==> config.mk <==
export PLATFORM = sky130hd
export DESIGN_NAME = crc_stream_engine
export DESIGN_NICKNAME = d
export VERILOG_FILES = /design/src/rtl/crc_stream_engine.sv
export SDC_FILE = /design/constraint.sdc
export NUM_CORES = 1
export LEC_CHECK = 0
export ABC_AREA = 1
export CAP_MARGIN = 5
export CORE_MARGIN = 5
export CORE_UTILIZATION = 28
export CTS_CLUSTER_DIAMETER = 200
export DETAILED_ROUTE_END_ITERATION = 8
export PLACE_DENSITY = 0.6
export SLEW_MARGIN = 20
export SYNTH_ARGS = -nofsm -noshare
export SYNTH_HDL_FRONTEND = slang
export SYNTH_SLANG_ARGS = --single-unit
==> constraint.sdc <==
create_clock -name clk -period 1.4 [get_ports clk]
set_input_delay 0.42 -clock clk [delete_from_list [all_inputs] [get_ports clk]]
set_output_delay 0.42 -clock clk [all_outputs]
set_load 0.02 [all_outputs]
==> src/rtl/crc_stream_engine.sv <==
// Streaming CRC engine: DATA_W-bit words in, BPC bits folded per clock,
// finalised CRC presented on a held result handshake.
module crc_stream_engine #(
  parameter int               CRC_W  = 16,
  parameter logic [CRC_W-1:0] POLY   = 16'h1021,
  parameter logic [CRC_W-1:0] INIT   = 16'hFFFF,
  parameter logic [CRC_W-1:0] XOROUT = 16'h0000,
  parameter int               DATA_W = 8,
  parameter int               BPC    = 1,
  parameter bit               REFIN  = 1'b0,
  parameter bit               REFOUT = 1'b0
) (
  input  logic              clk,
  input  logic              reset,
  input  logic              init,
  input  logic              in_valid,
  output logic              in_ready,
  input  logic [DATA_W-1:0] in_data,
  input  logic              in_last,
  output logic [CRC_W-1:0]  crc_out,
  output logic              res_valid,
  input  logic              res_ready,
  output logic [CRC_W-1:0]  res_crc
);

  localparam int N     = DATA_W / BPC;
  localparam int CNT_W = (N > 1) ? $clog2(N) : 1;

  typedef enum logic [1:0] {
    IDLE,
    SHIFT,
    DONE
  } state_t;

  state_t            state;
  state_t            state_nxt;
  logic [CRC_W-1:0]  crc_q;
  logic [CRC_W-1:0]  crc_step;
  logic [DATA_W-1:0] word_q;
  logic [DATA_W-1:0] word_w;
  logic              last_q;
  logic [CNT_W-1:0]  cnt_q;
  logic              cnt_end;
  logic              fb;

  function automatic logic [DATA_W-1:0] rev_word(
    input logic [DATA_W-1:0] x
  );
    logic [DATA_W-1:0] o;
    for (int i = 0; i < DATA_W; i++) o[i] = x[DATA_W-1-i];
    return o;
  endfunction

  function automatic logic [CRC_W-1:0] rev_crc(
    input logic [CRC_W-1:0] x
  );
    logic [CRC_W-1:0] o;
    for (int i = 0; i < CRC_W; i++) o[i] = x[CRC_W-1-i];
    return o;
  endfunction

  assign cnt_end = (cnt_q == CNT_W'(N - 1));
  assign crc_out = crc_q;
  assign res_crc = (REFOUT ? rev_crc(crc_q) : crc_q) ^ XOROUT;

  // BPC single-bit steps chained within one cycle, word MSB first
  always_comb begin
    crc_step = crc_q;
    word_w   = word_q;
    fb       = 1'b0;
    for (int i = 0; i < BPC; i++) begin
      fb       = crc_step[CRC_W-1] ^ word_w[DATA_W-1];
      crc_step = {crc_step[CRC_W-2:0], 1'b0} ^ (fb ? POLY : '0);
      word_w   = word_w << 1;
    end
  end

  // State register
  always_ff @(posedge clk or posedge reset) begin
    if (reset) state <= IDLE;
    else       state <= state_nxt;
  end

  // Next state and handshake outputs; init aborts everything
  always_comb begin
    state_nxt = state;
    in_ready  = 1'b0;
    res_valid = 1'b0;
    unique case (state)
      IDLE: begin
        in_ready = 1'b1;
        if (in_valid) state_nxt = SHIFT;
      end
      SHIFT: begin
        if (cnt_end) state_nxt = last_q ? DONE : IDLE;
      end
      DONE: begin
        res_valid = 1'b1;
        if (res_ready) state_nxt = IDLE;
      end
      default: state_nxt = IDLE;
    endcase
    if (init) state_nxt = IDLE;
  end

  // Datapath: word capture, CRC folding, counter, return to INIT
  always_ff @(posedge clk or posedge reset) begin
    if (reset) begin
      crc_q  <= INIT;
      word_q <= '0;
      last_q <= 1'b0;
      cnt_q  <= '0;
    end else if (init) begin
      crc_q  <= INIT;
      last_q <= 1'b0;
      cnt_q  <= '0;
    end else begin
      unique case (state)
        IDLE: begin
          if (in_valid) begin
            word_q <= REFIN ? rev_word(in_data) : in_data;
            last_q <= in_last;
            cnt_q  <= '0;
          end
        end
        SHIFT: begin
          crc_q  <= crc_step;
          word_q <= word_w;
          cnt_q  <= cnt_q + 1'b1;
        end
        DONE: begin
          if (res_ready) crc_q <= INIT;
        end
        default: ;
      endcase
    end
  end

endmodule
==> flow_summary.toml, run 1 <==
[finish]
drive_above_1_share_pct = 39.3
nets = 282
fillerInstances = 537
n_antenna_cell = 0
regArea_um2 = 771
final_cell_mix = "buf_6, nor2_1, nand2_1, buf_4, inv_1"
fin_area_um2 = 2490
multi_input_area_um2 = 613
final_common_cell = "buf_6"
final_cells = 339
area_growth_pct = 56.3

[global_routing]
first_global_vias = 1398
antenna_found_initial = 0
grt_pass1_wl_um = 6390
gr-total-overflow = 0
grtUsageTotal_pct = 10.9
grt_max_degree = 31

[setup_path]
cp_cell_sequence = "nor2_2, buf_6"
cp_top_family = "flip-flops"
crit_arrival_ns = 1.00
path_max_fanout = 3
path_class = "reg2out"
slowest_delay_ns = 0.42
r2r_cells = 7
cp_num_buf_inv = 1
slowest_stage = "dfrtp_1"
worstSetupStartpointType = "flop"
crit_path_end_kind = "output pin"
worstPathRequired_ns = 0.98
cp_num_cells = 2

[logic_synthesis]
yosysTopAreaCell = "dfstp_2"
syn_area_um2 = 1590
yosys_warnings = 0
seq_area_frac_synth_pct = 48.4
syn_inst = 201
synthTopCellsByArea = "dfstp_2, dfrtp_1, buf_4"
syn_nets = 217
yosysTopAreaCellShare_pct = 26.4
yosys.cell_types.count = 19
synth.avg_cell_area_um2 = 7.92
ys_ff_latch = 30

[power]
leakagePower_nw = 1.22
peakVddDrop_mv = 0.653
power_density_nw_per_um2 = 1390

[detailed_routing]
final_antenna_net_count = 0
dr.pass1.iters = 4
drc_errors = 0
wl_um = 3810
vias = 1421
post_drt_wl_per_cell_um = 11.2
vias_per_cell = 4.19
drt-initial-drc-count = 73

[floorplanning]
die_area_um2 = 7300
coreArea_um2 = 5510
die_w_um = 85.4
pin_count = 48
core.rowCount = 27
die_h_um = 85.4
start_util_pct = 28.9

[cts]
cts.sink_count = 30
clockBufferDepth = 2
cts-buffers-inserted = 5
cts_max_level = 2
insertion_delay_ns = 0.28
clk_pin_slew_ns = 0.06
root_buffer = "clkbuf_8"
cts_tree = "done"

[timing]
maxSlewViolCount = 0
finalClockSkew_ns = 0.00595
fmax_mhz = 706
fin_setup_tns_ns = -0.0200
setup_violations = 3
min_period_over_period_pct = 101
fin_ws_ns = -0.0155
worst_pin_slew_ns = 0.181
rsz0062_at_grt = "yes"
fin_crit_ns = 1.42
hold_viol = 0
slew_headroom_pct = 87.9
hold_ws_ns = 0.473

[run_status]
status = "finished, violations left"
violations = "setup timing"

[worst_hold_path]
hp-class = "in2async"

[placement]
gp_congestion = 0.770
dpl_cell_area_um2 = 2250
place_inst = 327
post-dp-hpwl_um = 2680
port-buffer-count = 47
pre_cts_slack_ns = -0.265

[run]
cap_violations = 0
## synth_stat cells, drive strengths merged
| cell | n |
|---|---|
| a21oi | 2 |
| buf | 21 |
| clkbuf | 1 |
| dfrtp | 14 |
| dfstp | 16 |
| ha | 2 |
| inv | 25 |
| nand2 | 37 |
| nand3 | 13 |
| nand4 | 2 |
| nor2 | 36 |
| o21a | 1 |
| o21ai | 31 |
## layout make-up
class                   count  share of cell area, %
multi-input cells         124                   24.6
repair buffers             80                   33.2
clock inverters             2                  0.452
well taps                  72                   3.62
clock buffers               6                   3.32
flip-flops and latches     30                   31.0
inverters                  25                   3.87
## worst register-to-register path, delay by kind of cell, from the launching register on
family,cells,cell delay [ns]
buffers and inverters,3,0.45
flip-flops,1,0.43
AND/OR/NAND/NOR,3,0.23
AO/OA/AOI/OAI,1,0.17
## final timing paths
check                      slack [ns]           to  startpoint
max in group asynchronous        0.69  crc_out[10]       reset
min reg2reg                      0.50   crc_out[5]  crc_out[5]
max                             -0.02     in_ready    state[1]
min in group clk                 0.50   crc_out[5]  crc_out[5]
max reg2reg                      0.05   crc_out[7]    state[0]
min                              0.47     state[0]       reset
## per-layer routing
layer / up-vias / GRT usage, % / wire, um
met3: 8 / 2.82 / 176
met5: - / 0 / 0
li1: 744 / - / -
met2: 26 / 17.3 / 1800
met1: 643 / 13.5 / 1750
met4: 0 / 6.04 / 83
## per-stage QoR
stage	power (mW)	util [%]
final	3.47	45.2
after global routing	3.69	45.2
after CTS	3.32	42.0
after detailed placement	2.59	40.8
after global placement	2.58	40.8
after floorplan	2.00	-
## what timing repair did
item / CTS / global route
cloned: 0 / 1
hold buffers: 0 / 0
resized for setup: 180 / 51
pin swaps: 0 / 5
setup buffers: 2 / 1
setup endpoints to repair: 34 / 58
## registers in the layout, summed over array words and instances, names as in the netlist
signal,cells
crc_out,16
word_q,8
cnt_q,3
state,2
last_q,1
## logic make-up (layout without fill, tap and decap cells)
group	after synthesis	after routing	share of synthesized area, %
adders and majority gates	2	2	1.57
buffers and inverters	47	113	15.9
DFF	30	30	48.4
AOI/OAI and AO/OA	34	34	11.1
and+or+nand+nor	88	88	23.0
## where the power goes
group	total [mW]	switching (mW)	leakage, nW	internal (mW)
clock	0.736	0.340	0.0515	0.396
combinational	1.47	0.714	0.823	0.759
sequential	1.26	0.149	0.350	1.11
Power figures use the tool's default switching activity.
==> run 2: changes to the inputs <==
--- a/config.mk
+++ b/config.mk
@@ -7,6 +7,7 @@
 export LEC_CHECK = 0
 export ABC_AREA = 1
 export CAP_MARGIN = 5
+export CORE_ASPECT_RATIO = 1.1
 export CORE_MARGIN = 5
 export CORE_UTILIZATION = 28
 export CTS_CLUSTER_DIAMETER = 200
==> run 2 against run 1 <==
Net effect:
- the flow still finishes with violations (setup timing)
- wire length grew 5.4%
- core utilization grew 1.6 points
- final area grew 2.8%
- first-iteration DRC count grew 2.7%
- sequential share of layout area shrank 0.75 points
- die area is essentially flat
- flip-flop and latch count is the same
- setup slack lost 0.0058 ns
- clock-buffer cell count grew 1
- clock power shrank 2%
- sequential power is essentially flat
- cell count grew 2.1%
- highest routed layer unchanged
==> flow_summary.toml, run 2 (synthesis gave the netlist of run 1 again) <==
[setup_path]
cp_cell_sequence = "buf_6"
crit_path_end_kind = "output pin"
rr_startpoint = "state[1]"
path_max_fanout = 3
crit_start = "crc_out[12]"
cp_num_buf_inv = 1
slowest_delay_ns = 0.59
worstPathRequired_ns = 0.98
crit_arrival_ns = 1.00
path_class = "reg2out"
slowest_stage = "dfstp_2"
worstSetupStartpointType = "flop"
cp_top_family = "flip-flops"

[global_routing]
gr-total-overflow = 0
grt_pass1_wl_um = 6160
first_global_vias = 1426
antenna_found_initial = 0
grt_max_degree = 32
grtUsageTotal_pct = 10.8

[floorplanning]
die_h_um = 89.1
coreArea_um2 = 5470
core.rowCount = 28
pin_count = 48
die_area_um2 = 7300
die_w_um = 81.9
start_util_pct = 29.1

[detailed_routing]
vias_per_cell = 4.33
wl_um = 4020
vias = 1499
dr.pass1.iters = 4
final_antenna_net_count = 0
drc_errors = 0
post_drt_wl_per_cell_um = 11.6
drt-initial-drc-count = 75

[finish]
regArea_um2 = 773
drive_above_1_share_pct = 42.4
multi_input_area_um2 = 646
final_cell_mix = "buf_6, buf_4, nand2_1, nor2_1, inv_1"
nets = 286
final_cells = 346
area_growth_pct = 60.7
largest_reg_flops = 16
fillerInstances = 532
n_antenna_cell = 0

[cts]
clockBufferDepth = 2
cts_max_level = 2
root_buffer = "clkbuf_8"
cts_tree = "done"
cts.sink_count = 30
cts-buffers-inserted = 5
clk_pin_slew_ns = 0.06
insertion_delay_ns = 0.27

[timing]
worst_pin_slew_ns = 0.207
setup_violations = 4
maxSlewViolCount = 0
rsz0062_at_grt = "yes"
fin_setup_tns_ns = -0.0474
hold_viol = 0
fin_crit_ns = 1.42
fmax_mhz = 704
slew_headroom_pct = 86.2
min_period_over_period_pct = 102
hold_ws_ns = 0.483
fin_ws_ns = -0.0213
finalClockSkew_ns = 0.00232

[placement]
gp_congestion = 0.792
port-buffer-count = 47
post-dp-hpwl_um = 2560
pre_cts_slack_ns = -0.234
place_inst = 330

[run]
cap_violations = 0

[power]
peakVddDrop_mv = 0.662
power_density_nw_per_um2 = 1370
leakagePower_nw = 1.26

[worst_hold_path]
hp-class = "in2async"

[run_status]
status = "finished, violations left"
violations = "setup timing"
==> run 2: cell types whose count changed in the layout (fill, tap and decap cells not counted), sizes merged <==
cell    before  now
buf         66   69
clkbuf       7    9
inv         26   25
==> run 2: what timing repair did <==
| action | in CTS | in global routing |
|---|---|---|
| gates resized for setup | 171 | 68 |
| hold buffers | 0 | 0 |
| cloned | 0 | 3 |
| pin swaps | 1 | 4 |
| setup endpoints to repair | 34 | 54 |
| setup buffers | 4 | 2 |
==> run 2: per-stage QoR <==
step / cell area [um^2] / power, mW / util (%)
global placement: 2250 / 2.59 / 41.2
global route: 2560 / 3.70 / 46.8
CTS: 2300 / 3.25 / 42.1
finish: 2560 / 3.50 / 46.8
detailed placement: 2250 / 2.59 / 41.2
floorplan: 1590 / 2.00 / -
==> run 2: layer usage <==
metal | routed length (um) | up-vias | global-route usage (%)
li1 | - | 757 | -
met1 | 1790 | 693 | 14.4
met2 | 1930 | 42 | 16.4
met3 | 220 | 7 | 2.72
met4 | 70 | 0 | 4.98
met5 | 0 | - | 0
==> run 2: path summary, 6_finish.rpt <==
check | endpoint | slack (ns) | cells past startpoint
worst max-delay path | crc_out[12] | -0.02 | 1
worst min-delay path | word_q[1] | 0.48 | 3
worst max register to register | crc_out[1] | 0.02 | 8
worst min register to register | cnt_q[0] | 0.51 | 1
max in group asynchronous | crc_out[5] | 0.69 | 3
min in group clk | cnt_q[0] | 0.51 | 1
==> run 2: where the power goes <==
group	switching [mW]	leakage (nW)	internal (mW)
Clock	0.323	0.0482	0.396
Combinational	0.735	0.864	0.783
Sequential	0.151	0.347	1.11
Total	1.21	1.26	2.29
==> run 2: final cells by class <==
cell class	count	area share [%]
Clock buffer	7	3.37
Tap cell	75	3.67
Clock inverter	1	0.196
Multi-Input combinational cell	124	25.2
Inverter	25	3.67
Timing Repair Buffer	84	33.7
Sequential cell	30	30.2
==> run 3: changes to the inputs <==
--- a/config.mk
+++ b/config.mk
@@ -6,12 +6,13 @@
 export NUM_CORES = 1
 export LEC_CHECK = 0
 export ABC_AREA = 1
-export CAP_MARGIN = 5
+export CAP_MARGIN = 15
 export CORE_ASPECT_RATIO = 1.1
 export CORE_MARGIN = 5
 export CORE_UTILIZATION = 28
 export CTS_CLUSTER_DIAMETER = 200
 export DETAILED_ROUTE_END_ITERATION = 8
+export GPL_TIMING_DRIVEN = 0
 export PLACE_DENSITY = 0.6
 export SLEW_MARGIN = 20
 export SYNTH_ARGS = -nofsm -noshare
==> run 3 against run 2 <==
Net effect:
- the flow still finishes with violations (setup timing)
- clock power fell by 2%
- final area rose by 2.2%
- setup slack got worse by 0.053 ns
- largest cell class unchanged
- largest power group unchanged
==> flow_summary.toml, run 3 (synthesis gave the netlist of run 1 again) <==
[worst_hold_path]
hold_start = "cnt_q[0]"
hp-class = "reg2reg"
holdPathEnd = "cnt_q[0]"
worstHoldPathCells = 1

[cts]
cts.sink_count = 30
cts_max_level = 2
clk_pin_slew_ns = 0.06
root_buffer = "clkbuf_8"
cts-buffers-inserted = 5
clockBufferDepth = 2
cts_tree = "done"
holdBufCountCts = 0
insertion_delay_ns = 0.27

[floorplanning]
coreArea_um2 = 5470
start_util_pct = 29.1
core.rowCount = 28
die_w_um = 81.9
pin_count = 48
die_area_um2 = 7300
die_h_um = 89.1

[global_routing]
grtUsageTotal_pct = 11.7
grt_pass1_wl_um = 6690
gr-total-overflow = 0
first_global_vias = 1509
grt_max_degree = 31
antenna_found_initial = 0

[timing]
worst_pin_slew_ns = 0.617
setup_violations = 18
hold_viol = 0
fin_ws_ns = -0.0741
hold_ws_ns = 0.503
fin_setup_tns_ns = -0.817
rsz0062_at_grt = "yes"
maxSlewViolCount = 0
min_period_over_period_pct = 105
finalClockSkew_ns = 0.00277
fmax_mhz = 678
fin_crit_ns = 1.47
slew_headroom_pct = 58.8

[finish]
largest_reg_flops = 16
final_util_pct = 47.8
nets = 294
final_cell_mix = "buf_6, nand2_1, nor2_1, buf_4, inv_1"
drive_above_1_share_pct = 43.2
final_common_cell = "buf_6"
final_cells = 353
area_growth_pct = 64.2
n_antenna_cell = 0
fin_area_um2 = 2620

[run]
cap_violations = 0

[placement]
gp_congestion = 0.751
post-dp-hpwl_um = 2650
dpl_cell_area_um2 = 2160
port-buffer-count = 47
place_inst = 323
pre_cts_slack_ns = -0.521

[power]
power_density_nw_per_um2 = 1400
power_mw = 3.65
leakagePower_nw = 1.27
peakVddDrop_mv = 0.881

[detailed_routing]
wl_met2_um = 1970
dr_wl_met3_um = 232
vias = 1504
wl_um = 3990
vias_per_cell = 4.26
maxUsedRoutingLayer = "met4"
drc_errors = 0
dr.pass1.iters = 4
final_antenna_net_count = 0
drt-initial-drc-count = 83
post_drt_wl_per_cell_um = 11.3
drt-met1-wl_um = 1720

[setup_path]
path_max_fanout = 3
ff2ff_setup_slack_ns = 0.09
rr_startpoint = "state[0]"
crit_start = "crc_out[15]"
r2r_cells = 7
crit_path_end_kind = "output pin"
path_class = "reg2out"
r2r-end = "word_q[0]"
worstPathRequired_ns = 0.98
worstSetupStartpointType = "flop"
crit_arrival_ns = 1.05

[run_status]
violations = "setup timing"
status = "finished, violations left"
## run 3: changes by cell type in the layout (fill, tap and decap cells not counted), moves of 2 or more
cell,delta
nor2_4,+2
o21ai_1,-2
nor2_2,-3
inv_2,-2
buf_4,-9
dlygate4sd2_1,+2
buf_8,+2
inv_4,+2
buf_6,+19
clkbuf_16,-2
buf_12,-3
## run 3: worst max-delay path by stage
stage             endpoint  slack [ns]  cells after the start
3_3_place_gp    crc_out[6]       -0.52                      6
4_1_cts        res_crc[12]       -0.08                      2
5_1_grt        res_crc[12]       -0.11                      2
3_5_place_dp    crc_out[8]       -0.52                      6
6_report       res_crc[15]       -0.07                      2
2_1_floorplan  crc_out[15]        0.09                      7
## run 3: timing repair
item                                    4_1_cts  5_1_grt
gates resized for setup                     227       37
pin swaps                                     2        3
setup buffers                                24        4
gates cloned                                  0        1
endpoints found under the setup margin       58       58
## run 3: power breakdown
part           switching [mW]  leakage, nW  internal, mW  total [mW]
clock network           0.312       0.0443         0.389       0.702
registers               0.135        0.348          1.11        1.24
logic                   0.784        0.880         0.922        1.71
total                    1.23         1.27          2.42        3.65
## run 3: worst max-delay path, cell delays in order, from the launching register on
cell	delay, ns
dfstp_2	0.58
buf_6	0.10
buf_6	0.10
## run 3: layout make-up
class	count	area [um^2]
Buffer	16	188
Multi-Input combinational cell	124	636
Inverter	25	98.8
Fill cell	537	2850
Timing Repair Buffer	76	741
Sequential cell	30	772
Clock buffer	7	86.3
Tap cell	75	93.8
## run 3: layer usage
layer / global-route usage [%] / up-vias
met3: 2.62 / 7
li1: - / 767
met4: 4.08 / 0
met2: 18.9 / 40
met1: 15.3 / 690
met5: 0 / -
